File: src/rtl/ntt_pkg.sv
// Shared constants for the NTT butterfly datapath: default coefficient width,
// default modulus and the add/subtract op encoding.
package ntt_pkg;

    localparam int   NTT_WIDTH = 12;
    localparam int   NTT_Q     = 3329;

    localparam logic OP_ADD = 1'b0;
    localparam logic OP_SUB = 1'b1;

endpackage

File: src/rtl/mod_correct_step.sv
// Combinational modular correction: folds a WIDTH+1-bit raw sum/difference
// back into 0..q-1 with one conditional subtract (add) or add (sub) of q.
module mod_correct_step
    import ntt_pkg::*;
#(
    parameter int WIDTH = NTT_WIDTH
) (
    input  logic [WIDTH:0]   in_s,
    input  logic             in_borrow,
    input  logic             in_op,
    input  logic [WIDTH-1:0] in_q,
    output logic [WIDTH-1:0] out_res
);

    always_comb begin
        out_res = in_s[WIDTH-1:0];
        if (in_op == OP_ADD) begin
            // Subtracting in WIDTH bits is exact here: the true result is < q.
            if (in_s >= {1'b0, in_q}) begin
                out_res = in_s[WIDTH-1:0] - in_q;
            end
        end else if (in_borrow) begin
            out_res = in_s[WIDTH-1:0] + in_q;
        end
    end

endmodule

File: src/rtl/mod_addsub_pipe.sv
// Two-stage pipelined modular adder/subtractor with valid/ready on both sides
// and a pass-through tag. Define MOD_ADDSUB_RANGE_CHECK_EN to add err_sticky.
module mod_addsub_pipe
    import ntt_pkg::*;
#(
    parameter int WIDTH = NTT_WIDTH,
    parameter int TAG_W = 8
) (
    input  logic             clk,
    input  logic             rst,
    input  logic             in_valid,
    output logic             in_ready,
    input  logic [WIDTH-1:0] in_a,
    input  logic [WIDTH-1:0] in_b,
    input  logic             in_op,
    input  logic [WIDTH-1:0] in_q,
    input  logic [TAG_W-1:0] in_tag,
    output logic             out_valid,
    input  logic             out_ready,
    output logic [WIDTH-1:0] out_res,
    output logic [TAG_W-1:0] out_tag
`ifdef MOD_ADDSUB_RANGE_CHECK_EN
    ,
    output logic             err_sticky
`endif
);

    logic             s1_valid_q, s1_valid_d;
    logic [WIDTH:0]   s1_sum_q, s1_sum_d;
    logic             s1_borrow_q, s1_borrow_d;
    logic [WIDTH-1:0] s1_mod_q, s1_mod_d;
    logic             s1_op_q, s1_op_d;
    logic [TAG_W-1:0] s1_tag_q, s1_tag_d;

    logic             s2_valid_q, s2_valid_d;
    logic [WIDTH-1:0] s2_res_q, s2_res_d;
    logic [TAG_W-1:0] s2_tag_q, s2_tag_d;

    logic             s2_load;
    logic             in_fire;
    logic [WIDTH-1:0] corr_res;

    mod_correct_step #(.WIDTH(WIDTH)) u_correct (
        .in_s      (s1_sum_q),
        .in_borrow (s1_borrow_q),
        .in_op     (s1_op_q),
        .in_q      (s1_mod_q),
        .out_res   (corr_res)
    );

    always_comb begin
        s2_load  = ~s2_valid_q | out_ready;
        in_ready = ~s1_valid_q | s2_load;
        in_fire  = in_valid & in_ready;

        s1_valid_d  = s1_valid_q;
        s1_sum_d    = s1_sum_q;
        s1_borrow_d = s1_borrow_q;
        s1_mod_d    = s1_mod_q;
        s1_op_d     = s1_op_q;
        s1_tag_d    = s1_tag_q;
        s2_valid_d  = s2_valid_q;
        s2_res_d    = s2_res_q;
        s2_tag_d    = s2_tag_q;

        if (in_ready) begin
            s1_valid_d = in_valid;
        end
        if (in_fire) begin
            if (in_op == OP_SUB) begin
                s1_sum_d    = {1'b0, in_a} - {1'b0, in_b};
                s1_borrow_d = (in_a < in_b);
            end else begin
                s1_sum_d    = {1'b0, in_a} + {1'b0, in_b};
                s1_borrow_d = s1_sum_d[WIDTH];
            end
            s1_mod_d = in_q;
            s1_op_d  = in_op;
            s1_tag_d = in_tag;
        end

        // Output data only changes when a new result actually lands in S2.
        if (s2_load) begin
            s2_valid_d = s1_valid_q;
            if (s1_valid_q) begin
                s2_res_d = corr_res;
                s2_tag_d = s1_tag_q;
            end
        end
    end

    always_ff @(posedge clk) begin
        if (rst) begin
            s1_valid_q  <= 1'b0;
            s1_sum_q    <= '0;
            s1_borrow_q <= 1'b0;
            s1_mod_q    <= '0;
            s1_op_q     <= 1'b0;
            s1_tag_q    <= '0;
            s2_valid_q  <= 1'b0;
            s2_res_q    <= '0;
            s2_tag_q    <= '0;
        end else begin
            s1_valid_q  <= s1_valid_d;
            s1_sum_q    <= s1_sum_d;
            s1_borrow_q <= s1_borrow_d;
            s1_mod_q    <= s1_mod_d;
            s1_op_q     <= s1_op_d;
            s1_tag_q    <= s1_tag_d;
            s2_valid_q  <= s2_valid_d;
            s2_res_q    <= s2_res_d;
            s2_tag_q    <= s2_tag_d;
        end
    end

    assign out_valid = s2_valid_q;
    assign out_res   = s2_res_q;
    assign out_tag   = s2_tag_q;

`ifdef MOD_ADDSUB_RANGE_CHECK_EN
    logic err_sticky_q, err_sticky_d;

    always_comb begin
        err_sticky_d = err_sticky_q;
        if (in_fire && ((in_a >= in_q) || (in_b >= in_q) || (in_q < WIDTH'(2)))) begin
            err_sticky_d = 1'b1;
        end
    end

    always_ff @(posedge clk) begin
        if (rst) begin
            err_sticky_q <= 1'b0;
        end else begin
            err_sticky_q <= err_sticky_d;
        end
    end

    assign err_sticky = err_sticky_q;
`endif

endmodule

File: config.mk
export PLATFORM = sky130hd
export DESIGN_NAME = mod_addsub_pipe
export DESIGN_NICKNAME = d
export VERILOG_FILES = /design/src/rtl/ntt_pkg.sv /design/src/rtl/mod_correct_step.sv /design/src/rtl/mod_addsub_pipe.sv
export SDC_FILE = /design/constraint.sdc
export NUM_CORES = 1
export LEC_CHECK = 0
export CAP_MARGIN = 15
export CORE_MARGIN = 1
export CORE_UTILIZATION = 35
export CTS_BUF_LIST = sky130_fd_sc_hd__clkbuf_2 sky130_fd_sc_hd__clkbuf_4 sky130_fd_sc_hd__clkbuf_8
export DETAILED_ROUTE_END_ITERATION = 7
export SLEW_MARGIN = 10
export SYNTH_ARGS = -nofsm -noshare
export SYNTH_HDL_FRONTEND = slang
export SYNTH_HIERARCHICAL = 1
export SYNTH_SLANG_ARGS = --single-unit
File: constraint.sdc
create_clock -name clk -period 2.3 [get_ports clk]
set_input_delay 0.23 -clock clk [delete_from_list [all_inputs] [get_ports clk]]
set_output_delay 0.23 -clock clk [all_outputs]
set_load 0.02 [all_outputs]
==> flow_summary.yaml, run 1 <==
synth:
  yosys.area.top_type: "dfxtp_1"
  synth_top_family_by_area: "compound AO/OA/AOI/OAI gates"
  synth_most_common_cell: "nand2_1"
  synth_xor_area_share_pct: 4.13
  yosys.area_share.simple_pct: 21.9
  synth_compound_area_share_pct: 25.5
  synth_mux_area_share_pct: 1.31
  synth_area_leaders: "dfxtp_1, ha_1, nand2_1"
  ys.flop_type: "dfxtp_1"
  synth_top_cells_by_count: "nand2_1, a21oi_1, dfxtp_1"
  ys_ff_latch: 57
  synth_edf_count: 0
  yosys_warnings: 6
  synth_area_um2: 4670
  yosysSeqAreaShare_pct: 24.4
  synth_fa_ha_area_share_pct: 14.3
  syn_avg_cell_area_um2: 7.51
  synth_top_area_share_pct: 24.4
  synthesis.nets: 722
  synth_cell_types: 71
  ys_async_sr_fraction_pct: 0
  syn_inst: 622
cells_and_area:
  final_cells: 964
  nets: 887
  areaGrowthSynthToFinish_pct: 49.1
  drive_above_1_share_pct: 28.0
  fillCellCount: 1210
  antenna_cells: 0
detailed_routing:
  first_iter_violations: 272
  drc: 0
  ant_nets: 0
  first_pass_iters: 5
  avgRoutedWirePerCell_um: 14.8
  via_per_inst: 5.07
  drt-total-wl_mm: 14.3
  via_count: 4888
floorplan:
  dieWidth_um: 118
  die-area_um2: 13800
  die_h_um: 118
  start_util_pct: 36.4
  core_area_um2: 12800
  io_pins: 71
  rows: 41
worst_setup_path:
  required_ns: 2.58
  path_max_fanout: 4
  critPathCaptureType: "flop"
  rr_endpoint: "out_res[10]$_SDFFE_PP0P_"
  worstSetupPathType: "reg2reg"
  ff2ff_setup_slack_ns: -0.27
  r2r_cells: 13
  arrival_ns: 2.86
  critPathLaunchType: "flop"
  reg2reg_from: "s1_sum_q[0]$_SDFFE_PP0P_"
pwr:
  peakVddDrop_mv: 0.277
  cellPowerDensity_nw_per_um2: 581
  p_leak_nw: 2.91
worst_hold_path:
  hold_depth: 4
  hold_end: "s1_sum_q[0]$_SDFFE_PP0P_"
  hold_path_class: "in2reg"
  hold_start: "in_a[0]"
outcome:
  violations: "setup timing"
  status: "finished, violations left"
timing:
  setup_ws_ns: -0.275
  finalHoldViolCount: 0
  tightest_slew_ns: 0.592
  fmax_ghz: 0.388
  max_slew_margin_pct: 60.5
  period_minus_slack_ns: 2.57
  maxSlewViolCount: 0
  timing.final.crit_share_pct: 112
  finalSetupViolCount: 9
  grt_setup_unrepaired: "true"
  skew_ns: 0.00915
clock_tree:
  clk_pin_slew_ns: 0.07
  cts.sink_count: 57
  cts_buffers: 9
  cts_max_level: 3
  cts_max_path_buffers: 2
  cts_root_buf: "clkbuf_8"
  cts_hold_buf: 0
  cts_tree: "done"
  worst_skew_pair.late_latency_ns: 0.35
global_route:
  grt_pass1_wl_mm: 23.7
  antenna_found_initial: 0
  grt_max_degree: 29
  grt_usage_pct: 21.1
  first_global_vias: 4998
  grt_remaining_overflow: 0
place:
  place.gp.congestion: 0.871
  dp_cells: 935
  port_buffers: 70
  dpl.hpwl_mm: 11.0
  place_ws_ns: -0.369
flow_run:
  max_cap_violations: 0
[cells in the final DEF, fill, tap and decap left out, types with 4 or more instances in the layout]
master and n:
a211o_1 4, a211oi_1 11, a21o_1 5, a21oi_1 72, a21oi_2 5, a21oi_4 4, a31oi_1 7, buf_4 116
buf_6 5, clkbuf_8 10, clkdlybuf4s50_1 65, dfxtp_1 46, dfxtp_2 9, dlymetal6s2s_1 4, ha_1 34, ha_4 11
inv_1 43, inv_2 8, mux2i_1 5, nand2_1 107, nand2b_1 5, nand3_1 9, nand3b_1 4, nand4_1 4
nor2_1 34, nor2b_1 11, nor3_1 9, o211ai_1 9, o21ai_0 9, o21ai_1 5, o21bai_1 4, o31a_1 4
or3_1 6, xnor2_1 18
[state kept, by name, indices dropped and copies added (netlist names)]
register / flops
s1_sum_q: 13
out_valid: 1
s1_mod_q: 12
s1_borrow_q: 1
s1_tag_q: 8
s1_valid_q: 1
out_res: 12
s1_op_q: 1
out_tag: 8
[worst max-delay path by stage]
stage | start | end | slack (ns) | cells after the start
global route | s1_mod_q[0]$_SDFFE_PP0P_ | out_res[10]$_SDFFE_PP0P_ | -0.36 | 12
CTS | s1_mod_q[0]$_SDFFE_PP0P_ | out_res[10]$_SDFFE_PP0P_ | -0.20 | 12
finish | s1_sum_q[0]$_SDFFE_PP0P_ | out_res[10]$_SDFFE_PP0P_ | -0.27 | 13
detailed placement | in_a[0] | s1_sum_q[10]$_SDFFE_PP0P_ | -0.37 | 9
global placement | in_a[0] | s1_sum_q[10]$_SDFFE_PP0P_ | -0.32 | 9
floorplan | s1_sum_q[0]$_SDFFE_PP0P_ | out_res[10]$_SDFFE_PP0P_ | -0.02 | 13
[critical path, stage by stage, from the launching register on]
cell and delay (ns):
dfxtp_4 0.36, inv_2 0.07, ha_4 0.14, inv_2 0.04
fa_2 0.36, a21o_1 0.20, a221oi_2 0.31, o21ai_1 0.13
a21oi_1 0.18, xnor2_1 0.11, o2bb2a_2 0.28, o221ai_2 0.12
nand2_1 0.08, a21oi_2 0.13
[layout make-up]
class | count | area [um^2] | share of cell area [%]
Inverter | 51 | 191 | 2.75
Clock inverter | 6 | 67.6 | 0.970
Clock buffer | 10 | 138 | 1.98
Tap cell | 172 | 215 | 3.09
Multi-Input combinational cell | 475 | 3520 | 50.6
Timing Repair Buffer | 193 | 1670 | 24.0
Sequential cell | 57 | 1160 | 16.7
[layer usage]
layer,GRT usage [%],vias to the layer above,part of all wire [%]
met2,36.7,112,49
li1,-,2482,-
met1,26.1,2267,45
met4,8.57,0,2.6
met3,2.81,27,3.1
met5,0,-,0
[repair_timing]
| item | in CTS | in global routing |
|---|---|---|
| cloned | 1 | 0 |
| setup endpoints to repair | 13 | 16 |
| resized for setup | 59 | 31 |
| pin swaps | 20 | 31 |
| setup buffers | 8 | 7 |
[report_power, final]
part	internal [mW]	switching, mW
combinational	0.989	0.950
sequential	1.06	0.0604
clock	0.531	0.452
[metrics by stage]
step           setup TNS [ns]  instance area [um^2]  util, %  hold slack [ns]  total power, mW
2_1_floorplan         -0.0222                  4690        -            0.358             2.08
3_3_place_gp            -3.30                  6260     48.8            0.439             2.75
3_5_place_dp            -4.20                  6260     48.8            0.444             2.77
4_1_cts                -0.758                  6840     53.3            0.331             3.97
5_1_grt                 -2.57                  6960     54.3            0.342             4.27
6_report                -1.19                  6960     54.3            0.328             4.04
[cell families (layout without fill, tap and decap cells)]
kind of cell / count (synthesis) / in the layout
compound gates: 179 / 179
xor+xnor: 22 / 22
fa+ha+maj: 51 / 51
buf+inv: 90 / 260
flops: 57 / 57
mux: 6 / 6
simple gates: 217 / 217
Power figures use the tool's default switching activity.
==> run 2, diff against run 1 <==
--- a/config.mk
+++ b/config.mk
@@ -12,2 +12,3 @@
 export DETAILED_ROUTE_END_ITERATION = 7
+export SKIP_CTS_REPAIR_TIMING = 1
 export SLEW_MARGIN = 10
--- a/constraint.sdc
+++ b/constraint.sdc
@@ -3,2 +3,2 @@
 set_output_delay 0.23 -clock clk [all_outputs]
-set_load 0.02 [all_outputs]
+set_load 0.1 [all_outputs]
==> run 2 against run 1 <==
Effect of this change: the flow still finishes with violations (setup timing); critical path depth is 1 lower; combinational power about the same; utilization down 2.3 points; largest power group unchanged.
==> flow_summary.yaml, run 2 (synthesis gave the netlist of run 1 again) <==
outcome:
  status: "finished, violations left"
  violations: "setup timing"
detailed_routing:
  via_count: 4894
  via_per_inst: 5.15
  first_pass_iters: 5
  ant_nets: 0
  first_iter_violations: 284
  avgRoutedWirePerCell_um: 14.6
  drt-total-wl_mm: 13.9
  drc: 0
timing:
  max_slew_margin_pct: 64.4
  tightest_slew_ns: 0.534
  finalHoldViolCount: 0
  grt_setup_unrepaired: "true"
  finalSetupViolCount: 12
  maxSlewViolCount: 0
  timing.final.crit_share_pct: 109
  skew_ns: 0.0100
  period_minus_slack_ns: 2.50
  fmax_ghz: 0.400
  finalSetupTns_ns: -1.61
  setup_ws_ns: -0.199
cells_and_area:
  areaGrowthSynthToFinish_pct: 42.7
  final_cell_mix: "buf_4, nand2_1, a21oi_1"
  drive_above_1_share_pct: 26.4
  stdcell_area_um2: 6670
  fillCellCount: 1256
  final_common_cell: "buf_4"
  regMostFlops: "s1_sum_q"
  antenna_cells: 0
  largest_reg_flops: 13
  nets: 874
worst_setup_path:
  critPathLaunchType: "flop"
  arrival_ns: 2.73
  critPathCaptureType: "flop"
  worstSetupPathType: "reg2reg"
  path_max_fanout: 3
  reg2reg_from: "s1_mod_q[0]$_SDFFE_PP0P_"
  rr_endpoint: "out_res[10]$_SDFFE_PP0P_"
  ff2ff_setup_slack_ns: -0.20
  required_ns: 2.53
  r2r_cells: 12
global_route:
  antenna_found_initial: 0
  grt_max_degree: 29
  grt_pass1_wl_mm: 22.7
  first_global_vias: 4871
  grt_remaining_overflow: 0
  grt_usage_pct: 20.0
clock_tree:
  cts_buffers: 9
  cts_tree: "done"
  worst_skew_pair.late_latency_ns: 0.35
  cts_max_path_buffers: 2
  cts.sink_count: 57
  cts_max_level: 3
  cts_root_buf: "clkbuf_8"
  clk_pin_slew_ns: 0.07
worst_hold_path:
  hold_depth: 4
  hold_path_class: "in2reg"
  hold_end: "s1_sum_q[0]$_SDFFE_PP0P_"
  hold_start: "in_a[0]"
place:
  place_ws_ns: -0.344
  dpl.hpwl_mm: 10.9
  place.gp.congestion: 0.858
  placed_area_um2: 6200
  port_buffers: 70
pwr:
  peakVddDrop_mv: 0.303
  swShare_pct: 36.6
  power_frac_comb_pct: 46.8
  p_int_mw: 2.61
  power_switching_mw: 1.50
  power.total_mw: 4.11
  cellPowerDensity_nw_per_um2: 617
  power_frac_clock_pct: 26.0
  p_leak_nw: 2.89
  seq_power_share_pct: 27.1
floorplan:
  start_util_pct: 36.4
  io_pins: 71
  die_h_um: 118
  dieWidth_um: 118
  die-area_um2: 13800
  core_area_um2: 12800
  rows: 41
flow_run:
  max_cap_violations: 0
==> run 2: changes by cell type in the layout (fill, tap and decap cells not counted), sizes merged <==
cell	change
clkdlybuf4s50	-22
buf	+9
clkinvlp	-2
bufinv	+1
clkbuf	+1
==> run 2: routing by layer <==
metal	track usage, %	routed length [um]	vias up	share of wire (%)
met1	24.9	6440	2309	46
met5	0	0	-	0
met2	34.4	6650	101	48
li1	-	-	2454	-
met4	8.17	344	0	2.5
met3	3.05	461	30	3.3
==> run 2: worst max path at each step <==
stage | start | endpoint | slack [ns] | depth (start not counted)
final | s1_mod_q[0]$_SDFFE_PP0P_ | out_res[10]$_SDFFE_PP0P_ | -0.20 | 12
after global routing | s1_mod_q[0]$_SDFFE_PP0P_ | out_res[10]$_SDFFE_PP0P_ | -0.33 | 12
after CTS | s1_sum_q[0]$_SDFFE_PP0P_ | out_res[10]$_SDFFE_PP0P_ | -0.26 | 12
after detailed placement | in_a[0] | s1_sum_q[10]$_SDFFE_PP0P_ | -0.34 | 9
after global placement | in_a[0] | s1_sum_q[10]$_SDFFE_PP0P_ | -0.32 | 9
after floorplan | s1_sum_q[0]$_SDFFE_PP0P_ | out_res[10]$_SDFFE_PP0P_ | -0.02 | 13
==> run 2: cell type report <==
cell class | count | area [um^2] | area share [%]
multi-input cells | 475 | 3380 | 50.7
repair buffers | 180 | 1510 | 22.6
flip-flops and latches | 57 | 1150 | 17.3
clock inverters | 5 | 78.8 | 1.18
inverters | 51 | 191 | 2.87
well taps | 172 | 215 | 3.23
clock buffers | 11 | 145 | 2.18
==> run 2: per-stage QoR <==
stage               instances  hold slack, ns  utilization [%]
detailed placement        934           0.444             48.4
CTS                       950           0.340             50.1
global route              951           0.357             52.0
floorplan                 622           0.358                -
global placement          934           0.438             48.4
finish                    951           0.323             52.0
==> run 2: worst max-delay path: stages, from the launching register on <==
cell      delay (ns)
dfxtp_4         0.38
ha_4            0.13
inv_1           0.05
fa_2            0.35
o21ba_2         0.23
or3_4           0.37
o211ai_1        0.15
a211oi_2        0.12
o21bai_1        0.17
xnor2_1         0.16
o221ai_2        0.12
nand2_1         0.10
a21oi_2         0.05
==> run 2: power by group through the flow <==
stage	logic, mW	registers [mW]	clock network [mW]
after floorplan	0.928	1.31	0
after global placement	1.78	1.13	0
after detailed placement	1.80	1.13	0
after CTS	1.81	1.11	1.10
after global routing	2.09	1.12	1.14
final	1.92	1.12	1.07
==> run 3, diff against run 2 <==
Settings changed: CORE_MARGIN 1 to 3, REMOVE_ABC_BUFFERS from default to 1.
==> run 3 against run 2 <==
Effect of this change: the run still ends with setup timing left; total power down 2.2%; critical path depth unchanged; die area up 6.9%; first-iteration DRC count down 23%; routed wire length down 0.55%; combinational power up 4%; utilization up 0.99 points; clock skew up 0.0018 ns; sequential share of layout area down 0.23 points; fmax about the same; global-route usage down 1.8 points; non-clock buffer count down 2; critical endpoint unchanged.
==> flow_summary.yaml, run 3 (synthesis gave the netlist of run 1 again) <==
cells_and_area:
  final_cell_mix: "buf_4, nand2_1, a21oi_1"
  final_common_cell: "buf_4"
  multiInputGateArea_um2: 3540
  nets: 872
  areaGrowthSynthToFinish_pct: 45.4
  antenna_cells: 0
  regArea_um2: 1160
  drive_above_1_share_pct: 30.7
  fillCellCount: 1231
  largest_reg_flops: 13
  regMostFlops: "s1_sum_q"
  stdcell_area_um2: 6790
detailed_routing:
  avgRoutedWirePerCell_um: 14.6
  via_count: 4806
  drt-total-wl_mm: 13.8
  ant_nets: 0
  first_iter_violations: 218
  via_per_inst: 5.07
  first_pass_iters: 4
  drc: 0
timing:
  tightest_slew_ns: 0.548
  grt_setup_unrepaired: "true"
  max_slew_margin_pct: 63.1
  period_minus_slack_ns: 2.50
  finalHoldViolCount: 0
  fmax_ghz: 0.401
  maxSlewViolCount: 0
  setup_ws_ns: -0.197
  finalSetupViolCount: 7
  skew_ns: 0.0118
  fin_hold_ws_ns: 0.349
  timing.final.crit_share_pct: 109
worst_setup_path:
  reg2reg_from: "s1_mod_q[0]$_SDFFE_PP0P_"
  path_max_fanout: 3
  r2r_cells: 12
  arrival_ns: 2.79
  crit_chain: "ha_4 -> inv_1 -> fa_2 -> o21ba_2 -> or3_4 -> o211ai_1 -> a211oi_2 -> o21bai_1 -> xnor2_1 -> o221ai_2 -> nand2_1 -> a21oi_2"
  critPathCaptureType: "flop"
  slowest_stage: "dfxtp_4"
  cp_slowest_stage_delay_ns: 0.38
  rr_endpoint: "out_res[10]$_SDFFE_PP0P_"
  ff2ff_setup_slack_ns: -0.20
  required_ns: 2.59
  critPathLaunchType: "flop"
  worstSetupPathType: "reg2reg"
outcome:
  violations: "setup timing"
  status: "finished, violations left"
global_route:
  grt_max_degree: 35
  grt_remaining_overflow: 0
  grt_usage_pct: 18.2
  use_met1_pct: 22.4
  antenna_found_initial: 0
  top_usage_layer: "met2"
  gr-usage-met3_pct: 2.42
  grt_pass1_wl_mm: 21.7
  use_met2_pct: 32.1
  first_global_vias: 4639
floorplan:
  io_pins: 71
  dieWidth_um: 122
  start_util_pct: 36.4
  die_h_um: 122
  rows: 41
  core_area_um2: 12800
  die-area_um2: 14800
place:
  port_buffers: 70
  dpl.hpwl_mm: 10.8
  placed_area_um2: 6150
  place.gp.congestion: 0.925
  place_ws_ns: -0.383
clock_tree:
  cts_max_path_buffers: 2
  cts_buffers: 9
  worst_skew_pair.late_latency_ns: 0.36
  cts_root_buf: "clkbuf_8"
  cts_max_level: 3
  clk_pin_slew_ns: 0.07
  cts_tree: "done"
  cts.sink_count: 57
pwr:
  power_frac_comb_pct: 49.4
  power_switching_mw: 1.54
  peakVddDrop_mv: 0.277
  cellPowerDensity_nw_per_um2: 592
  power_frac_clock_pct: 22.7
  seq_power_share_pct: 27.9
  swShare_pct: 38.4
  p_int_mw: 2.48
  p_leak_nw: 2.84
worst_hold_path:
  hold_start: "rst"
  hold_path_class: "in2reg"
  hold_end: "out_res[10]$_SDFFE_PP0P_"
  hold_depth: 2
flow_run:
  max_cap_violations: 0
## run 3: changes by cell type in the layout (fill, tap and decap cells not counted), moves of 5 or more
cell     change
buf_4        -6
nor2_1       -5
inv_1        -5
dfxtp_1      -5
a21oi_2      +7
dfxtp_2      +5
a21oi_1      -9
## run 3: worst max path at each step
stage | start | depth (start not counted) | to | slack, ns
3_5_place_dp | in_a[0] | 9 | s1_sum_q[10]$_SDFFE_PP0P_ | -0.38
4_1_cts | s1_mod_q[6]$_SDFFE_PP0P_ | 11 | out_res[7]$_SDFFE_PP0P_ | -0.29
6_report | s1_mod_q[0]$_SDFFE_PP0P_ | 12 | out_res[10]$_SDFFE_PP0P_ | -0.20
2_1_floorplan | out_valid$_SDFFE_PP0P_ | 6 | s1_sum_q[10]$_SDFFE_PP0P_ | -1.10
5_1_grt | s1_mod_q[0]$_SDFFE_PP0P_ | 12 | out_res[10]$_SDFFE_PP0P_ | -0.34
3_3_place_gp | in_a[0] | 9 | s1_sum_q[10]$_SDFFE_PP0P_ | -0.33
## run 3: area by class of cell
| type | instances | share of cell area (%) |
|---|---|---|
| sequential | 57 | 17.0 |
| clock buffer | 9 | 1.82 |
| timing repair buffer | 178 | 22.1 |
| clock inverter | 6 | 0.884 |
| inverter | 51 | 2.86 |
| tap | 172 | 3.17 |
| multi-input combinational | 475 | 52.1 |
## run 3: per-layer routing
layer / up-vias / share of wire (%) / routed length, um
met3: 20 / 3.4 / 474
li1: 2444 / - / -
met1: 2230 / 45 / 6200
met4: 0 / 1.4 / 200
met2: 112 / 50 / 6950
met5: - / 0 / 0
## run 3: power by group through the flow
stage	clock, mW	sequential (mW)	combinational (mW)
final	0.914	1.12	1.99
after CTS	0.938	1.11	1.72
after floorplan	0	1.31	0.852
after global routing	0.983	1.13	2.15
after detailed placement	0	1.13	1.71
after global placement	0	1.13	1.70
## run 3: metrics by stage
stage          utilization (%)  instances  setup TNS [ns]  total power, mW
2_1_floorplan                -        583          -27.71             2.17
3_3_place_gp              48.0        929           -3.92             2.83
3_5_place_dp              48.0        929           -4.80             2.84
4_1_cts                   49.4        944           -2.83             3.77
5_1_grt                   53.0        948           -2.13             4.26
6_report                  53.0        948          -0.729             4.02
## run 3: critical path, delay by kind of cell, from the launching register on
| family | cells | cell delay (ns) |
|---|---|---|
| flip-flops | 1 | 0.38 |
| adder cells (fa/ha/maj) | 2 | 0.48 |
| AND/OR/NAND/NOR | 2 | 0.45 |
| buffers and inverters | 1 | 0.05 |
| XOR/XNOR | 1 | 0.11 |
| AO/OA/AOI/OAI | 6 | 0.97 |
